--- config.mk ---
export PLATFORM = sky130hd
export DESIGN_NAME = stopwatch_core
export DESIGN_NICKNAME = d
export VERILOG_FILES = /design/src/rtl/stopwatch_pkg.sv /design/src/rtl/stopwatch_core_bcd_mod60.sv /design/src/rtl/stopwatch_core.sv
export SDC_FILE = /design/constraint.sdc
export NUM_CORES = 1
export LEC_CHECK = 0
export CORE_UTILIZATION = 30
export CTS_CLUSTER_SIZE = 20
export DETAILED_ROUTE_END_ITERATION = 8
export GPL_TIMING_DRIVEN = 0
export PLACE_DENSITY = 0.55
export SLEW_MARGIN = 20
export SYNTH_ARGS = -nofsm -noshare
export SYNTH_HDL_FRONTEND = slang
export SYNTH_HIERARCHICAL = 1
export SYNTH_SLANG_ARGS = --single-unit
export TNS_END_PERCENT = 1
--- constraint.sdc ---
create_clock -name clk -period 5.1 [get_ports clk]
set_clock_uncertainty 0.2 [all_clocks]
set_input_delay 1.02 -clock clk [delete_from_list [all_inputs] [get_ports clk]]
set_output_delay 1.02 -clock clk [all_outputs]
set_load 0.01 [all_outputs]
--- src/rtl/stopwatch_pkg.sv ---
// Shared types and constants for the stopwatch timekeeping core.
package stopwatch_pkg;

  typedef logic [3:0] bcd_t;

  localparam bcd_t TEN_MAX = 4'd5;
  localparam bcd_t ONE_MAX = 4'd9;

  function automatic int counterWidth(input int hz);
    return (hz <= 2) ? 1 : $clog2(hz);
  endfunction

  // Last prescaler count of the given quarter of a second (1..4).
  function automatic int divPoint(input int hz, input int quarters);
    return (hz / 4) * quarters - 1;
  endfunction

endpackage

--- src/rtl/stopwatch_core_bcd_mod60.sv ---
// Two-digit BCD counter 00..59; wrap flags an increment taken at 59.
module bcd_mod60
  import stopwatch_pkg::*;
(
  input  logic clk,
  input  logic reset,
  input  logic inc,
  output bcd_t ten,
  output bcd_t one,
  output logic wrap
);

  bcd_t r_ten;
  bcd_t r_one;

  always_ff @(posedge clk or negedge reset) begin
    if (!reset) begin
      r_ten <= '0;
      r_one <= '0;
    end else if (inc) begin
      if (r_one == ONE_MAX) begin
        r_one <= '0;
        r_ten <= (r_ten == TEN_MAX) ? bcd_t'(0) : r_ten + bcd_t'(1);
      end else begin
        r_one <= r_one + bcd_t'(1);
      end
    end
  end

  assign ten  = r_ten;
  assign one  = r_one;
  assign wrap = inc & (r_ten == TEN_MAX) & (r_one == ONE_MAX);

endmodule

--- src/rtl/stopwatch_core.sv ---
// mm:ss stopwatch core driven by clock-enable ticks from a single system clock.
module stopwatch_core
  import stopwatch_pkg::*;
#(
  parameter int CLK_HZ = 100_000_000
) (
  input  logic clk,
  input  logic reset,
  input  logic pause_pb,
  input  logic adjust,
  input  logic select,
  output bcd_t min_ten,
  output bcd_t min_one,
  output bcd_t sec_ten,
  output bcd_t sec_one,
  output logic blank_min,
  output logic blank_sec,
  output logic paused,
  output logic sec_pulse
);

  localparam int PC_W = counterWidth(CLK_HZ);
  localparam logic [PC_W-1:0] PC_Q1   = PC_W'(divPoint(CLK_HZ, 1));
  localparam logic [PC_W-1:0] PC_HALF = PC_W'(divPoint(CLK_HZ, 2));
  localparam logic [PC_W-1:0] PC_Q3   = PC_W'(divPoint(CLK_HZ, 3));
  localparam logic [PC_W-1:0] PC_LAST = PC_W'(divPoint(CLK_HZ, 4));

  logic [PC_W-1:0] r_pc;
  logic            r_adjQ;
  logic            r_pauseQ;
  logic            r_paused;
  logic            r_blinkPh;
  logic            r_secPulse;

  logic w_adjChange;
  logic w_t1;
  logic w_t2;
  logic w_t4;
  logic w_pauseRise;
  logic w_secInc;
  logic w_minInc;
  logic w_secWrap;
  logic w_minWrap;

  // A mode change restarts the prescaler and suppresses every tick that cycle.
  always_comb begin
    w_adjChange = (r_adjQ != adjust);
    w_t1        = ~w_adjChange & (r_pc == PC_LAST);
    w_t2        = ~w_adjChange & ((r_pc == PC_HALF) | (r_pc == PC_LAST));
    w_t4        = ~w_adjChange & ((r_pc == PC_Q1) | (r_pc == PC_HALF) |
                                  (r_pc == PC_Q3) | (r_pc == PC_LAST));
    w_pauseRise = pause_pb & ~r_pauseQ;
  end

  // Advance uses the pre-toggle pause state; only run mode carries seconds into minutes.
  always_comb begin
    w_secInc = 1'b0;
    w_minInc = 1'b0;
    if (!r_paused) begin
      if (adjust) begin
        w_secInc = w_t2 & ~select;
        w_minInc = w_t2 & select;
      end else begin
        w_secInc = w_t1;
        w_minInc = w_secWrap;
      end
    end
  end

  always_ff @(posedge clk or negedge reset) begin
    if (!reset) begin
      r_pc       <= '0;
      r_adjQ     <= 1'b0;
      r_pauseQ   <= 1'b0;
      r_paused   <= 1'b0;
      r_blinkPh  <= 1'b0;
      r_secPulse <= 1'b0;
    end else begin
      r_adjQ     <= adjust;
      r_pauseQ   <= pause_pb;
      r_secPulse <= w_secInc | w_minInc;
      if (w_adjChange || r_pc == PC_LAST) r_pc <= '0;
      else                                r_pc <= r_pc + PC_W'(1);
      if (w_pauseRise) r_paused <= ~r_paused;
      if (!adjust)   r_blinkPh <= 1'b0;
      else if (w_t4) r_blinkPh <= ~r_blinkPh;
    end
  end

  bcd_mod60 u_sec (
    .clk   (clk),
    .reset (reset),
    .inc   (w_secInc),
    .ten   (sec_ten),
    .one   (sec_one),
    .wrap  (w_secWrap)
  );

  bcd_mod60 u_min (
    .clk   (clk),
    .reset (reset),
    .inc   (w_minInc),
    .ten   (min_ten),
    .one   (min_one),
    .wrap  (w_minWrap)
  );

  assign blank_min = adjust & select & r_blinkPh;
  assign blank_sec = adjust & ~select & r_blinkPh;
  assign paused    = r_paused;
  assign sec_pulse = r_secPulse;

  // Minutes rolling over 59 -> 00 has no consumer; no overflow flag is produced.
  logic w_unusedMinWrap;
  assign w_unusedMinWrap = w_minWrap;

endmodule

==> results.cfg, run 1 <==
[run_status]
status = complete, no violations

[worst_setup_path]
r2r_end = u_min/ten[2]$_DFFE_PN0P_
critPathMaxFanout = 7
arrival_ps = 4320
endpoint_kind = flop
r2r-start = r_pc[0]$_DFF_PN0_
crit_type = flop to flop
critPathMaxStageDelay_ps = 480
critPathLaunchType = flop
critPathSlowestCell = nor4_1
rr_worst_depth = 13
crit_start = r_pc[0]$_DFF_PN0_
crit_chain = ha_1 -> nand2_1 -> nor4_1 -> o2111ai_1 -> o22a_1 -> nor2_1 -> nand4b_4 -> nor4_1 -> a2bb2oi_1 -> nor2_1 -> nand4b_4 -> o31ai_1 -> o41ai_1
crit_path_end = u_min/ten[2]$_DFFE_PN0P_
r2r_setup_slack_ps = 760
cp.required_ps = 5080

[timing]
rsz0062_at_grt = no
tns_ps = 0
setup_ws_ps = 764
slew_violations = 0
fin_crit_ps = 4340
final_hold_viol_count = 0
period_share = 0.850
relSlewSlack = 0.558
max_freq_ghz = 0.231
tightest_slew_ps = 657
setup_violations = 0

[clocking]
cts-resized-gates = 0
cts_hold_buf = 0
cts_max_path_buffers = 2
h-tree-depth = 2
clkTransAtPathRegs_ps = 90
clkSinkCount = 48
cts-root-buf = clkbuf_8
cts_setup_buffers = 0
cts_tree = done
clock_latency_ps = 300
cts_buffers = 5

[floorplanning]
std_cell_rows = 33
start_util = 0.312
core_area_um2 = 8260
die_h_um = 94.7
pin_count = 25
die-width_um = 94.7
die_area_um2 = 8970

[place]
gp_congestion = 0.802
hpwl_mm = 3.58
placed_area_um2 = 2950
io_buffers = 24
dp_slack_ps = 557

[detailed_routing]
drc = 0
wl_per_cell_um = 13.0
vias = 1945
routed_via_density = 4.94
antenna_left = 0
first_pass_iters = 4
drt_first_iter_violations = 82
wl_mm = 5.12

[yosys]
avgSynthCellArea_um2 = 10.0
synth_nets = 263
mappedNetlistArea_um2 = 2580
ys_warn_count = 6
syn_inst = 257

[final_layout]
antenna_cells = 0
area_delta_synth_final_pct = 19.0
layout-drive-gt1-share = 0.107
fin_nets = 294
nFillCells = 854
mostFrequentLayoutCells = dfrtp_1 (48), nor2_1 (30), nand2_1 (23), clkdlybuf4s50_1 (23), xor2_1 (19)
final_util = 0.372
fin_area_um2 = 3070
final_common_cell = dfrtp_1

[power_and_ir_drop]
peakVddDrop_mv = 0.132
power_density_nw_per_um2 = 244
leakage_nw = 1.36
total_power_mw = 0.749

[global_route]
grt_pass1_wl_mm = 8.78
antenna_found_initial = 0
track_usage = 0.126
grt_max_degree = 49
overflow = 0
grt_pass1_vias = 1806

[min_path]
hold_path_class = flop to flop

[run]
cap_violations = 0
-- metal layers --
metal	vias up	GRT usage	part of all wire
met5	-	0	0
li1	972	-	-
met3	8	0.0282	0.032
met1	939	0.177	0.52
met4	0	0.0341	0.0098
met2	26	0.195	0.44
-- state kept, by name, indices dropped and copies added (netlist names) --
signal,count
r_pc,27
u_min/one,4
u_min/ten,4
u_sec/one,4
u_sec/ten,4
paused,1
r_adjQ,1
r_blinkPh,1
r_pauseQ,1
sec_pulse,1
-- worst max-delay path: cells and delay by family, from the launching register on --
kind | cells | cell delay, ps
simple gates | 7 | 2190
compound gates | 5 | 1080
flops | 1 | 420
fa+ha+maj | 1 | 330
-- how the worst min path moves through the flow --
stage / startpoint / end / cells after the start
after floorplan: r_pc[0]$_DFF_PN0_ / r_pc[0]$_DFF_PN0_ / 1
after global placement: u_sec/ten[3]$_DFFE_PN0P_ / u_sec/ten[3]$_DFFE_PN0P_ / 1
after detailed placement: u_sec/ten[3]$_DFFE_PN0P_ / u_sec/ten[3]$_DFFE_PN0P_ / 1
after CTS: r_pc[0]$_DFF_PN0_ / r_pc[0]$_DFF_PN0_ / 1
after global routing: r_pc[0]$_DFF_PN0_ / r_pc[0]$_DFF_PN0_ / 1
final: u_sec/ten[3]$_DFFE_PN0P_ / u_sec/ten[3]$_DFFE_PN0P_ / 1
-- layout make-up --
cell class / instances / area, µm² / share of cell area
clock buffers: 6 / 82.6 / 0.0269
clock inverters: 2 / 38.8 / 0.0126
plain buffers: 8 / 57.6 / 0.0188
inverters: 6 / 22.5 / 0.00734
flip-flops and latches: 48 / 1200 / 0.392
well taps: 105 / 131 / 0.0428
multi-input cells: 195 / 1300 / 0.423
repair buffers: 24 / 238 / 0.0775
-- report_power, final --
group / switching [mW] / leakage [nW] / total [mW] / internal [mW]
registers: 0.0151 / 0.657 / 0.406 / 0.391
clock network: 0.127 / 0.0614 / 0.287 / 0.160
logic: 0.0294 / 0.639 / 0.0553 / 0.0259
total: 0.172 / 1.36 / 0.749 / 0.577
-- stage by stage --
| stage | std cells | hold slack [ps] |
|---|---|---|
| 2_1_floorplan | 257 | 268 |
| 4_1_cts | 394 | 313 |
| 3_3_place_gp | 386 | 293 |
| 6_report | 394 | 308 |
| 3_5_place_dp | 386 | 300 |
| 5_1_grt | 394 | 339 |
(Power assumes the default switching activity.)
==> inputs of run 2 (changes only) <==
--- a/config.mk
+++ b/config.mk
@@ -5,6 +5,7 @@
 export SDC_FILE = /design/constraint.sdc
 export NUM_CORES = 1
 export LEC_CHECK = 0
+export ABC_CLOCK_PERIOD_IN_PS = 5100
 export CORE_UTILIZATION = 30
 export CTS_CLUSTER_SIZE = 20
 export DETAILED_ROUTE_END_ITERATION = 8
==> results of run 2 <==
Final layout, timing and power as in run 1 (identical DEF).
==> inputs of run 3 (changes only) <==
--- a/config.mk
+++ b/config.mk
@@ -6,6 +6,7 @@
 export NUM_CORES = 1
 export LEC_CHECK = 0
 export ABC_CLOCK_PERIOD_IN_PS = 5100
+export CORE_ASPECT_RATIO = 0.75
 export CORE_UTILIZATION = 30
 export CTS_CLUSTER_SIZE = 20
 export DETAILED_ROUTE_END_ITERATION = 8
==> results.cfg, run 3 (synthesized netlist as in run 1, its figures left out) <==
[run_status]
status = complete, no violations

[worst_setup_path]
r2r-start = r_pc[0]$_DFF_PN0_
endpoint_kind = flop
crit_chain = ha_1 -> nand2_1 -> nor4_1 -> o2111ai_1 -> o22a_1 -> nor2_1 -> nand4b_4 -> nor4_1 -> a2bb2oi_1 -> nor2_1 -> nand4b_4 -> o31ai_1 -> o41ai_1
worst-path-buf-inv = 0
cp.required_ps = 5060
critPathMaxStageDelay_ps = 450
arrival_ps = 4320
critPathLaunchType = flop
critPathSlowestCell = nor2_1
crit_type = flop to flop
critPathMaxFanout = 7
crit_start = r_pc[0]$_DFF_PN0_
cpLargestDelayFamily = simple AND/OR/NAND/NOR gates

[clocking]
clkSinkCount = 48
cts_hold_buf = 0
cts_tree = done
cts-resized-gates = 0
cts_max_path_buffers = 2
clock_latency_ps = 280
clkTransAtPathRegs_ps = 60
cts_setup_buffers = 0
h-tree-depth = 2
cts-root-buf = clkbuf_16
cts_buffers = 5

[min_path]
min_from = u_min/ten[3]$_DFFE_PN0P_
hold_path_class = flop to flop

[detailed_routing]
wl_per_cell_um = 13.6
routed_via_density = 4.93
vias = 1939
antenna_left = 0
drc = 0
first_pass_iters = 4
drt_first_iter_violations = 111
wl_mm = 5.34

[final_layout]
antenna_cells = 0
fin_area_um2 = 3130
nFillCells = 822
mostFrequentLayoutCells = dfrtp_1 (48), nor2_1 (30), nand2_1 (23), clkdlybuf4s50_1 (23), xor2_1 (19)
area_delta_synth_final_pct = 21.5
fin_cells = 393
regMostFlops = r_pc
layout-drive-gt1-share = 0.104
fin_nets = 294
largest_register_ff_count = 27
final_util = 0.387
final_common_cell = dfrtp_1

[global_route]
overflow = 0
grt_max_degree = 49
antenna_found_initial = 0
grt_pass1_vias = 1911
grt_pass1_wl_mm = 9.38
busiest_layer = met1
track_usage = 0.134
gr-usage-met1 = 0.201
gr-usage-met2 = 0.193
met3_usage = 0.0306

[power_and_ir_drop]
power.switching_mw = 0.183
clkPwrFrac = 0.474
p_int_mw = 0.696
power_density_nw_per_um2 = 281
peakVddDrop_mv = 0.148
leakage_nw = 1.39
combPwrFrac = 0.063
sw_frac_of_total = 0.208
p_seq_frac = 0.463

[place]
placed_area_um2 = 2950
io_buffers = 24
hpwl_mm = 3.80
dpl.cell_count = 386
gp_congestion = 0.794

[floorplanning]
start_util = 0.318
std_cell_rows = 28
die-width_um = 109
die_area_um2 = 8970
core_area_um2 = 8090
die_h_um = 82.3
pin_count = 25

[run]
cap_violations = 0

[timing]
tightest_slew_ps = 655
rsz0062_at_grt = no
holdWs_ps = 300
max_freq_ghz = 0.229
tns_ps = 0
relSlewSlack = 0.559
setup_violations = 0
final_hold_viol_count = 0
fin_crit_ps = 4370
period_share = 0.856
slew_violations = 0
-- run 3: worst register-to-register path, stage by stage, from the launching register on --
cell	delay (ps)
dfrtp_1	420
ha_1	310
nand2_1	150
nor4_1	440
o2111ai_1	310
o22a_1	290
nor2_1	370
nand4b_4	200
nor4_1	390
a2bb2oi_1	110
nor2_1	450
nand4b_4	200
o31ai_1	270
o41ai_1	110
-- run 3: path summary, 6_finish.rpt --
check	end	slack, ps	cells past startpoint
max in group asynchronous	r_pc[11]$_DFF_PN0_	3740	1
max reg2reg	u_min/ten[2]$_DFFE_PN0P_	730	13
max	u_min/ten[2]$_DFFE_PN0P_	730	13
min in group asynchronous	r_pc[18]$_DFF_PN0_	540	1
min	u_min/ten[3]$_DFFE_PN0P_	300	1
min reg2reg	u_min/ten[3]$_DFFE_PN0P_	300	1
-- run 3: final cells by class --
cell class / count / area, µm² / area share
plain buffers: 8 / 57.6 / 0.0184
well taps: 105 / 131 / 0.0419
inverters: 6 / 22.5 / 0.00719
multi-input cells: 195 / 1300 / 0.414
clock buffers: 5 / 125 / 0.0400
flip-flops and latches: 48 / 1200 / 0.384
repair buffers: 24 / 238 / 0.0759
clock inverters: 2 / 60.1 / 0.0192
-- run 3: layer usage --
layer,vias to the layer above,wire length (µm)
li1,971,-
met1,929,2840
met2,35,2300
met3,4,177
met4,0,23
met5,-,0
-- run 3: power groups by stage --
| stage | Sequential (mW) | Clock (mW) | Combinational [mW] |
|---|---|---|---|
| after global placement | 0.413 | 0 | 0.0567 |
| final | 0.407 | 0.417 | 0.0555 |
| after global routing | 0.409 | 0.441 | 0.0618 |
| after CTS | 0.406 | 0.429 | 0.0574 |
| after floorplan | 0.413 | 0 | 0.0240 |
| after detailed placement | 0.414 | 0 | 0.0571 |
-- run 3: per-stage QoR --
stage | setup slack (ps) | power [mW]
2_1_floorplan | 1500 | 0.437
3_3_place_gp | 523 | 0.470
3_5_place_dp | 489 | 0.471
4_1_cts | 734 | 0.893
5_1_grt | 342 | 0.911
6_report | 734 | 0.879
